[config.mk]
export PLATFORM = sky130hd
export DESIGN_NAME = fetch_stage
export DESIGN_NICKNAME = d
export VERILOG_FILES = /design/src/rtl/fetch_stage.sv
export SDC_FILE = /design/constraint.sdc
export NUM_CORES = 1
export LEC_CHECK = 0
export CORE_MARGIN = 2
export CORE_UTILIZATION = 50
export DETAILED_ROUTE_END_ITERATION = 8
export PLACE_DENSITY = 0.79
export SETUP_SLACK_MARGIN = 0.5
export SYNTH_ARGS = -nofsm -noshare
export SYNTH_HDL_FRONTEND = slang
export SYNTH_SLANG_ARGS = --single-unit
[constraint.sdc]
create_clock -name clk -period 11.2 [get_ports clk]
set_input_delay 2.24 -clock clk [delete_from_list [all_inputs] [get_ports clk]]
set_output_delay 2.24 -clock clk [all_outputs]
set_load 0.02 [all_outputs]
[src/rtl/fetch_stage.sv]
// IF stage and IF/ID register: PC, imem request/response, 2-entry fetch queue.
// Optional perf counters when FETCH_PERF_CNT_EN is defined.
module fetch_stage #(
  parameter logic [31:0] RESET_PC = 32'h0000_0000
) (
  input  logic        clk,
  input  logic        rst_n,
  input  logic        stall,
  input  logic        redirect_valid,
  input  logic [31:0] redirect_pc,
  output logic        imem_req_valid,
  input  logic        imem_req_ready,
  output logic [31:0] imem_addr,
  input  logic        imem_rsp_valid,
  input  logic [31:0] imem_rsp_data,
  output logic [31:0] fetch_inst,
  output logic [31:0] if_id_inst,
  output logic [31:0] if_id_pc4,
  output logic        if_id_valid
`ifdef FETCH_PERF_CNT_EN
  ,
  output logic [31:0] perf_stall_cnt,
  output logic [31:0] perf_flush_cnt
`endif
);

  logic [31:0] r_pc;
  logic [31:0] r_req_pc;
  logic        r_outst;
  logic        r_kill;
  logic [1:0]  r_cnt;
  logic [31:0] r_q_inst [2];
  logic [31:0] r_q_pc4  [2];
  logic [31:0] r_if_id_inst;
  logic [31:0] r_if_id_pc4;
  logic        r_if_id_valid;

  logic        w_rsp;
  logic        w_push;
  logic        w_pop;
  logic        w_acc;
  logic        w_wr_idx;
  logic [1:0]  w_cnt_nxt;
  logic [31:0] w_redir_pc;

  assign w_rsp      = imem_rsp_valid & r_outst;
  assign w_push     = w_rsp & ~r_kill & ~redirect_valid;
  assign w_pop      = ~stall & (r_cnt != 2'd0);
  assign w_cnt_nxt  = r_cnt + {1'b0, w_push} - {1'b0, w_pop};
  // Slot for a push once the optional pop has shifted the head out.
  assign w_wr_idx   = r_cnt[0] ^ w_pop;
  assign w_redir_pc = redirect_pc & 32'hFFFF_FFFC;

  assign imem_req_valid = rst_n & ~redirect_valid & ~r_kill
                        & (~r_outst | imem_rsp_valid)
                        & ~w_cnt_nxt[1];
  assign w_acc      = imem_req_valid & imem_req_ready;
  assign imem_addr  = r_pc;

  assign fetch_inst  = (r_cnt != 2'd0) ? r_q_inst[0] : 32'd0;
  assign if_id_inst  = r_if_id_inst;
  assign if_id_pc4   = r_if_id_pc4;
  assign if_id_valid = r_if_id_valid;

  always_ff @(posedge clk) begin
    if (!rst_n) begin
      r_pc     <= RESET_PC;
      r_req_pc <= 32'd0;
      r_outst  <= 1'b0;
      r_kill   <= 1'b0;
    end else begin
      if (redirect_valid)
        r_pc <= w_redir_pc;
      else if (w_acc)
        r_pc <= r_pc + 32'd4;
      if (w_acc)
        r_req_pc <= r_pc;
      if (w_acc)
        r_outst <= 1'b1;
      else if (w_rsp)
        r_outst <= 1'b0;
      // A redirect with the response still in flight must discard it later.
      if (w_rsp)
        r_kill <= 1'b0;
      else if (redirect_valid & r_outst)
        r_kill <= 1'b1;
    end
  end

  always_ff @(posedge clk) begin
    if (!rst_n) begin
      r_cnt <= 2'd0;
    end else if (redirect_valid) begin
      r_cnt <= 2'd0;
    end else begin
      if (w_pop) begin
        r_q_inst[0] <= r_q_inst[1];
        r_q_pc4[0]  <= r_q_pc4[1];
      end
      if (w_push) begin
        r_q_inst[w_wr_idx] <= imem_rsp_data;
        r_q_pc4[w_wr_idx]  <= r_req_pc + 32'd4;
      end
      r_cnt <= w_cnt_nxt;
    end
  end

  always_ff @(posedge clk) begin
    if (!rst_n || redirect_valid) begin
      r_if_id_inst  <= 32'd0;
      r_if_id_pc4   <= 32'd0;
      r_if_id_valid <= 1'b0;
    end else if (!stall) begin
      if (r_cnt != 2'd0) begin
        r_if_id_inst  <= r_q_inst[0];
        r_if_id_pc4   <= r_q_pc4[0];
        r_if_id_valid <= 1'b1;
      end else begin
        r_if_id_inst  <= 32'd0;
        r_if_id_pc4   <= 32'd0;
        r_if_id_valid <= 1'b0;
      end
    end
  end

`ifdef FETCH_PERF_CNT_EN
  logic [31:0] r_perf_stall;
  logic [31:0] r_perf_flush;

  always_ff @(posedge clk) begin
    if (!rst_n) begin
      r_perf_stall <= 32'd0;
      r_perf_flush <= 32'd0;
    end else begin
      if (stall & r_if_id_valid & ~&r_perf_stall)
        r_perf_stall <= r_perf_stall + 32'd1;
      if (redirect_valid & ~&r_perf_flush)
        r_perf_flush <= r_perf_flush + 32'd1;
    end
  end

  assign perf_stall_cnt = r_perf_stall;
  assign perf_flush_cnt = r_perf_flush;
`endif

endmodule

==> flow_summary.toml, run 1 <==
[status]
outcome = "complete, no violations"

[timing]
hold_violations = 0
rsz0062_at_grt = "no"
tightestPinTransition_ns = 0.963
holdWs_ns = 0.447
post-route-period-util = 0.679
layout_setup_ws_ns = 3.59
timing.slew.headroom = 0.357
max_freq_mhz = 131
timing.final.crit_period_ns = 7.61
final.setup_skew_ns = 0.00944
slew_violations = 0
setup_total_negative_slack_ns = 0
setup_violations = 0

[clocking]
worstSkewPairLatency_ns = 0.51
root_cell_of_the_clock_tree = "sky130_fd_sc_hd__clkbuf_16"
clk_slew_on_worst_s_h_paths_ns = 0.06
cts.htree.levels = 1
tritoncts.num_buffers = 25
post_cts_buffers = 0
cts_tree = "built"
post_cts_resized = 0
hold_bufs_inserted_after_cts = 0
cts.path.max_buffers = 3
tritoncts_num_sinks = 251

[drt]
drt_pass1_iterations = 4
route.detailed.wl_per_inst_um = 17.7
antenna_left = 0
via_count = 7647
route.detailed.drc = 0
finalWirelength_um = 24000
drtIter0Drc = 501
vias_per_cell = 5.64

[worst_setup_path]
cp.required_ns = 8.96
path_max_fanout = 32
critical_path_class = "in2out"
critPathCaptureType = "primary output"
startpoint_type = "primary input"
endpoint_arrival_time_on_the_critical_path_ns = 5.37
peak_per_stage_delay_on_the_critical_path_ns = 0.65
worstPathCellList = "clkdlybuf4s50_1 > buf_4 > nor4bb_1 > buf_4 > xor2_1 > ha_1 > xnor2_1 > or4_1 > a21oi_1 > clkdlybuf4s50_1"
critical-path-slowest-cell = "sky130_fd_sc_hd__clkdlybuf4s50_1"

[yosys]
post-synth-top-area-fraction = 0.356
postSynth.asyncResetShare = 0
synth_cells = 889
netlist_top_cells_area = "sky130_fd_sc_hd__edfxtp_1, sky130_fd_sc_hd__dfxtp_1, sky130_fd_sc_hd__mux2_2, sky130_fd_sc_hd__nand2_1, sky130_fd_sc_hd__mux2i_1"
yosys_register_bits = 251
ys_top_cells_by_count = "sky130_fd_sc_hd__dfxtp_1, sky130_fd_sc_hd__edfxtp_1, sky130_fd_sc_hd__nand2_1"
synth_top_flop_cell = "sky130_fd_sc_hd__dfxtp_1"
synth.avg_cell_area_sq_um = 11.8
synth.largest_area_cell = "sky130_fd_sc_hd__edfxtp_1"
yosys.cell_count.top_type = "sky130_fd_sc_hd__dfxtp_1"
synth.yosys.warnings = 0
synth.yosys.seq_area_share = 0.599
synth.lib_cells_used.distinct = 63
synth_edf_count = 124
synthesis.area_sq_um = 10500

[power]
p_seq_frac = 0.534
leakagePower_uw = 0.00442
net_load_switching_power_uw = 407
power_density_nw_per_um2 = 138
netSwitchingFraction = 0.220
power.ir.vdd_worst_mv = 0.0959
power.share.combinational = 0.056
cell_int_power_uw = 1440
clock_power_share = 0.410

[floorplanning]
die_x_um = 149
design.portCount = 200
core_sq_um = 20400
die_area_sq_um = 22100
placementRows = 52
floorplan.initialDensity = 0.513
die_height_um = 149

[global_route]
first_global_vias = 7451
grt_first_pass_wirelength_um = 39300
grt_start_max_net_pins = 65
grt_antenna_before_repair = 0
gr-total-overflow = 0
global_route_usage_over_all_layers = 0.219

[run]
number_of_max_capacitance_violations_reported = 0

[finish]
nFillCells = 1648
layout.core_utilization = 0.656
area_growth_syn_to_layout_pct = 27.8
count_of_inserted_antenna_diode_cells = 0
final_layout_size_suffix_gt1_frac = 0.113
fin_nets = 1140

[place]
hpwl_um = 15900
buffer_ports.inserted = 193
globalplace.congestion = 0.842
placement_stage_worst_setup_slack_ns = 3.64

[min_path]
holdCritPathClass = "reg2reg"
## flip-flops by register name, indices dropped and copies added (netlist names)
name,cells
r_q_inst,64
r_cnt,2
if_id_inst,32
if_id_pc4,30
imem_addr,30
r_outst,1
r_q_pc4,60
r_req_pc,30
r_kill,1
if_id_valid,1
## cell usage in the layout, fill, tap and decap left out, drive strengths merged, types with 5 or more instances in the layout
master         count
dfxtp            127
clkinv             9
mux2              61
inv               11
a31oi              6
nand3             27
a22o              30
xnor2             22
or4                8
xor2              11
nor2              51
clkdlybuf4s50    193
nor4               8
nand4             29
mux2i             32
buf               13
a21oi             38
o31ai              5
and2               6
edfxtp           124
nor3               9
and4              12
clkbuf            34
o21ai              9
nand2            101
nor2b             34
## power groups by stage
stage	Clock [uW]	Sequential (uW)	Combinational, uW
detailed placement	0	1000	104
CTS	774	985	104
finish	757	986	104
floorplan	0	1010	45.6
global route	813	987	113
global placement	0	1000	102
## critical path, delay by kind of cell
family | cells | cell delay, ns
AND/OR/NAND/NOR | 2 | 0.69
adder cells (fa/ha/maj) | 1 | 0.19
XOR/XNOR | 2 | 0.34
AO/OA/AOI/OAI | 1 | 0.29
buffers and inverters | 4 | 1.60
## cells by family after synthesis
logic type	synth area share
AND/OR/NAND/NOR	0.146
flip-flops	0.599
AO/OA/AOI/OAI	0.100
multiplexers	0.0963
buffers and inverters	0.0268
XOR/XNOR	0.0276
adder cells (fa/ha/maj)	0.00359
other	0.000359
## per-stage QoR
step | cells | cell area, sq um | power (uW)
floorplan | 892 | 10500 | 1050
global placement | 1310 | 12600 | 1110
detailed placement | 1310 | 12600 | 1110
CTS | 1356 | 13400 | 1860
global route | 1356 | 13400 | 1910
finish | 1356 | 13400 | 1850
## final cells by class
type / instances / area [sq um] / share of cell area
inverter: 10 / 37.5 / 0.00281
multi-input combinational: 573 / 3960 / 0.296
clock inverter: 12 / 70.1 / 0.00524
timing repair buffer: 206 / 2030 / 0.152
tap: 270 / 338 / 0.0253
clock buffer: 34 / 669 / 0.0501
sequential: 251 / 6270 / 0.469
## routing by layer
metal	vias to the layer above	part of all wire	GRT usage
met5	-	0	0
met4	0	0.022	0.0638
met3	36	0.049	0.0322
met2	228	0.47	0.357
met1	3728	0.46	0.305
li1	3655	-	-
## path summary, 6_finish.rpt
| path | end | slack (ns) | start | cells past startpoint |
|---|---|---|---|---|
| max | imem_req_valid | 3.59 | redirect_valid | 10 |
| min | if_id_valid$_SDFFE_PP0N_ | 0.45 | if_id_valid$_SDFFE_PP0N_ | 2 |
| min reg2reg | if_id_valid$_SDFFE_PP0N_ | 0.45 | if_id_valid$_SDFFE_PP0N_ | 2 |
| max reg2reg | imem_addr[31]$_SDFFE_PN0P_ | 8.00 | r_kill$_SDFFE_PP0P_ | 9 |
(Power assumes the default switching activity.)
==> run 2, diff against run 1 <==
CORE_UTILIZATION = 47   (was 50)
PLACE_DENSITY = 0.78   (was 0.79)
clock period = 6.6 ns   (was 11.2 ns; I/O delays follow)
==> flow_summary.toml, run 2 (synthesis gave the netlist of run 1 again) <==
[floorplanning]
floorplan.initialDensity = 0.479
placementRows = 54
die_area_sq_um = 23500
die_x_um = 153
die_height_um = 153
core_sq_um = 21800
design.portCount = 200

[clocking]
post_cts_resized = 0
cts_tree = "built"
clk_slew_on_worst_s_h_paths_ns = 0.06
cts.path.max_buffers = 3
cts.htree.levels = 1
root_cell_of_the_clock_tree = "sky130_fd_sc_hd__clkbuf_16"
tritoncts.num_buffers = 26
tritoncts_num_sinks = 251
worstSkewPairLatency_ns = 0.52
hold_bufs_inserted_after_cts = 0
post_cts_buffers = 0

[drt]
route.detailed.wl_per_inst_um = 17.7
drt-met1-wl_um = 11000
via_count = 7555
met3RoutedLength_um = 1310
finalWirelength_um = 24200
wl_met2_um = 11200
antenna_left = 0
drtIter0Drc = 494
vias_per_cell = 5.52
route.detailed.drc = 0
top_layer_used = "met4"
drt_pass1_iterations = 5

[worst_setup_path]
timing.critical_path.to = "imem_req_valid"
worstPathCellList = "clkdlybuf4s50_1 > nor4bb_1 > buf_4 > xor2_1 > ha_1 > xnor2_1 > or4_1 > a21oi_1 > clkdlybuf4s50_1"
endpoint_arrival_time_on_the_critical_path_ns = 4.34
critical_path_class = "in2out"
critical-path-slowest-cell = "sky130_fd_sc_hd__clkdlybuf4s50_1"
critPathCaptureType = "primary output"
r2r_setup_slack_ns = 3.10
critical-path-top-cell-by-count = "sky130_fd_sc_hd__clkdlybuf4s50_1"
crit-reg2reg-capture = "imem_addr[11]$_SDFFE_PN0P_"
startpoint_type = "primary input"
path_max_fanout = 7
peak_per_stage_delay_on_the_critical_path_ns = 0.65
cp.required_ns = 5.28
crit_start = "imem_rsp_valid"
ff2ff_path_depth = 11
r2r_start = "r_cnt[1]$_SDFF_PP0_"

[global_route]
first_global_vias = 7214
grt_start_max_net_pins = 65
grt_first_pass_wirelength_um = 39000
gr-total-overflow = 0
grt_antenna_before_repair = 1
global_route_usage_over_all_layers = 0.202

[timing]
setup_violations = 0
tightestPinTransition_ns = 1.18
setup_total_negative_slack_ns = 0
max_freq_mhz = 177
final.setup_skew_ns = 0.0214
timing.final.crit_period_ns = 5.66
post-route-period-util = 0.858
hold_violations = 0
timing.slew.headroom = 0.209
holdWs_ns = 0.449
rsz0062_at_grt = "no"
slew_violations = 0

[finish]
registers.top_by_ff_count = "r_q_inst"
multiInputGateArea_sq_um = 3960
final-seq-area_sq_um = 6270
most-common-layout-cells = "sky130_fd_sc_hd__clkdlybuf4s50_1, sky130_fd_sc_hd__dfxtp_1, sky130_fd_sc_hd__edfxtp_1"
largest_register_ffs = 64
nFillCells = 1732
fin_nets = 1141
layout_commonest_cell = "sky130_fd_sc_hd__clkdlybuf4s50_1"
area_growth_syn_to_layout_pct = 28.8
final_layout_size_suffix_gt1_frac = 0.116

[power]
power.ir.vdd_worst_mv = 0.169
leakagePower_uw = 0.00447
power_density_nw_per_um2 = 240

[min_path]
holdCritPathClass = "reg2reg"
whs_path_depth = 1

[place]
hpwl_um = 16400
globalplace.congestion = 0.814
buffer_ports.inserted = 193

[run]
number_of_max_capacitance_violations_reported = 0

[status]
outcome = "complete, no violations"
-- run 2: changes by cell type in the layout (fill, tap and decap cells not counted) --
cell,change
sky130_fd_sc_hd__clkbuf_1,-3
sky130_fd_sc_hd__clkbuf_16,+2
sky130_fd_sc_hd__clkbuf_8,+4
sky130_fd_sc_hd__clkinv_1,+2
sky130_fd_sc_hd__clkinv_2,-1
sky130_fd_sc_hd__clkinvlp_4,-2
sky130_fd_sc_hd__diode_2,+1
-- run 2: cell type report --
type | instances | share of cell area
flip-flops and latches | 251 | 0.465
multi-input cells | 573 | 0.294
repair buffers | 206 | 0.151
clock buffers | 37 | 0.0567
well taps | 280 | 0.0260
clock inverters | 11 | 0.00428
inverters | 10 | 0.00279
diodes | 1 | 0.000186
-- run 2: worst max-delay path: cells and delay by family --
kind	cells	cell delay (ns)
buffers and inverters	3	1.37
AO/OA/AOI/OAI	1	0.26
XOR/XNOR	2	0.29
AND/OR/NAND/NOR	2	0.90
adder cells (fa/ha/maj)	1	0.19
-- run 2: how the worst min path moves through the flow --
stage / start / end / slack, ns
after floorplan: r_outst$_SDFFE_PN0P_ / r_kill$_SDFFE_PP0P_ / 0.44
after global placement: if_id_valid$_SDFFE_PP0N_ / if_id_valid$_SDFFE_PP0N_ / 0.44
after detailed placement: if_id_valid$_SDFFE_PP0N_ / if_id_valid$_SDFFE_PP0N_ / 0.45
after CTS: if_id_valid$_SDFFE_PP0N_ / if_id_valid$_SDFFE_PP0N_ / 0.46
after global routing: r_q_pc4[0][26]$_DFFE_PP_ / if_id_pc4[26]$_SDFFE_PP0N_ / 0.48
final: r_q_pc4[0][3]$_DFFE_PP_ / if_id_pc4[3]$_SDFFE_PP0N_ / 0.45
-- run 2: through the flow --
step / setup WS, ns / total power (uW) / instances / util / cell area [sq um]
global placement: 1.01 / 1880 / 1320 / 0.579 / 12600
floorplan: 1.36 / 1790 / 892 / - / 10500
detailed placement: 0.957 / 1880 / 1320 / 0.579 / 12600
global route: 0.736 / 3330 / 1369 / 0.617 / 13500
CTS: 0.938 / 3260 / 1368 / 0.617 / 13500
finish: 0.937 / 3240 / 1369 / 0.617 / 13500
-- run 2: power breakdown --
| part | switching (uW) | internal, uW |
|---|---|---|
| Sequential | 30.2 | 1640 |
| Combinational | 90.1 | 87.2 |
| Clock | 581 | 804 |
| Total | 701 | 2530 |
-- run 2: metal layers --
| layer | vias up | track usage |
|---|---|---|
| li1 | 3671 | - |
| met1 | 3579 | 0.291 |
| met2 | 267 | 0.321 |
| met3 | 38 | 0.0244 |
| met4 | 0 | 0.0626 |
| met5 | - | 0 |
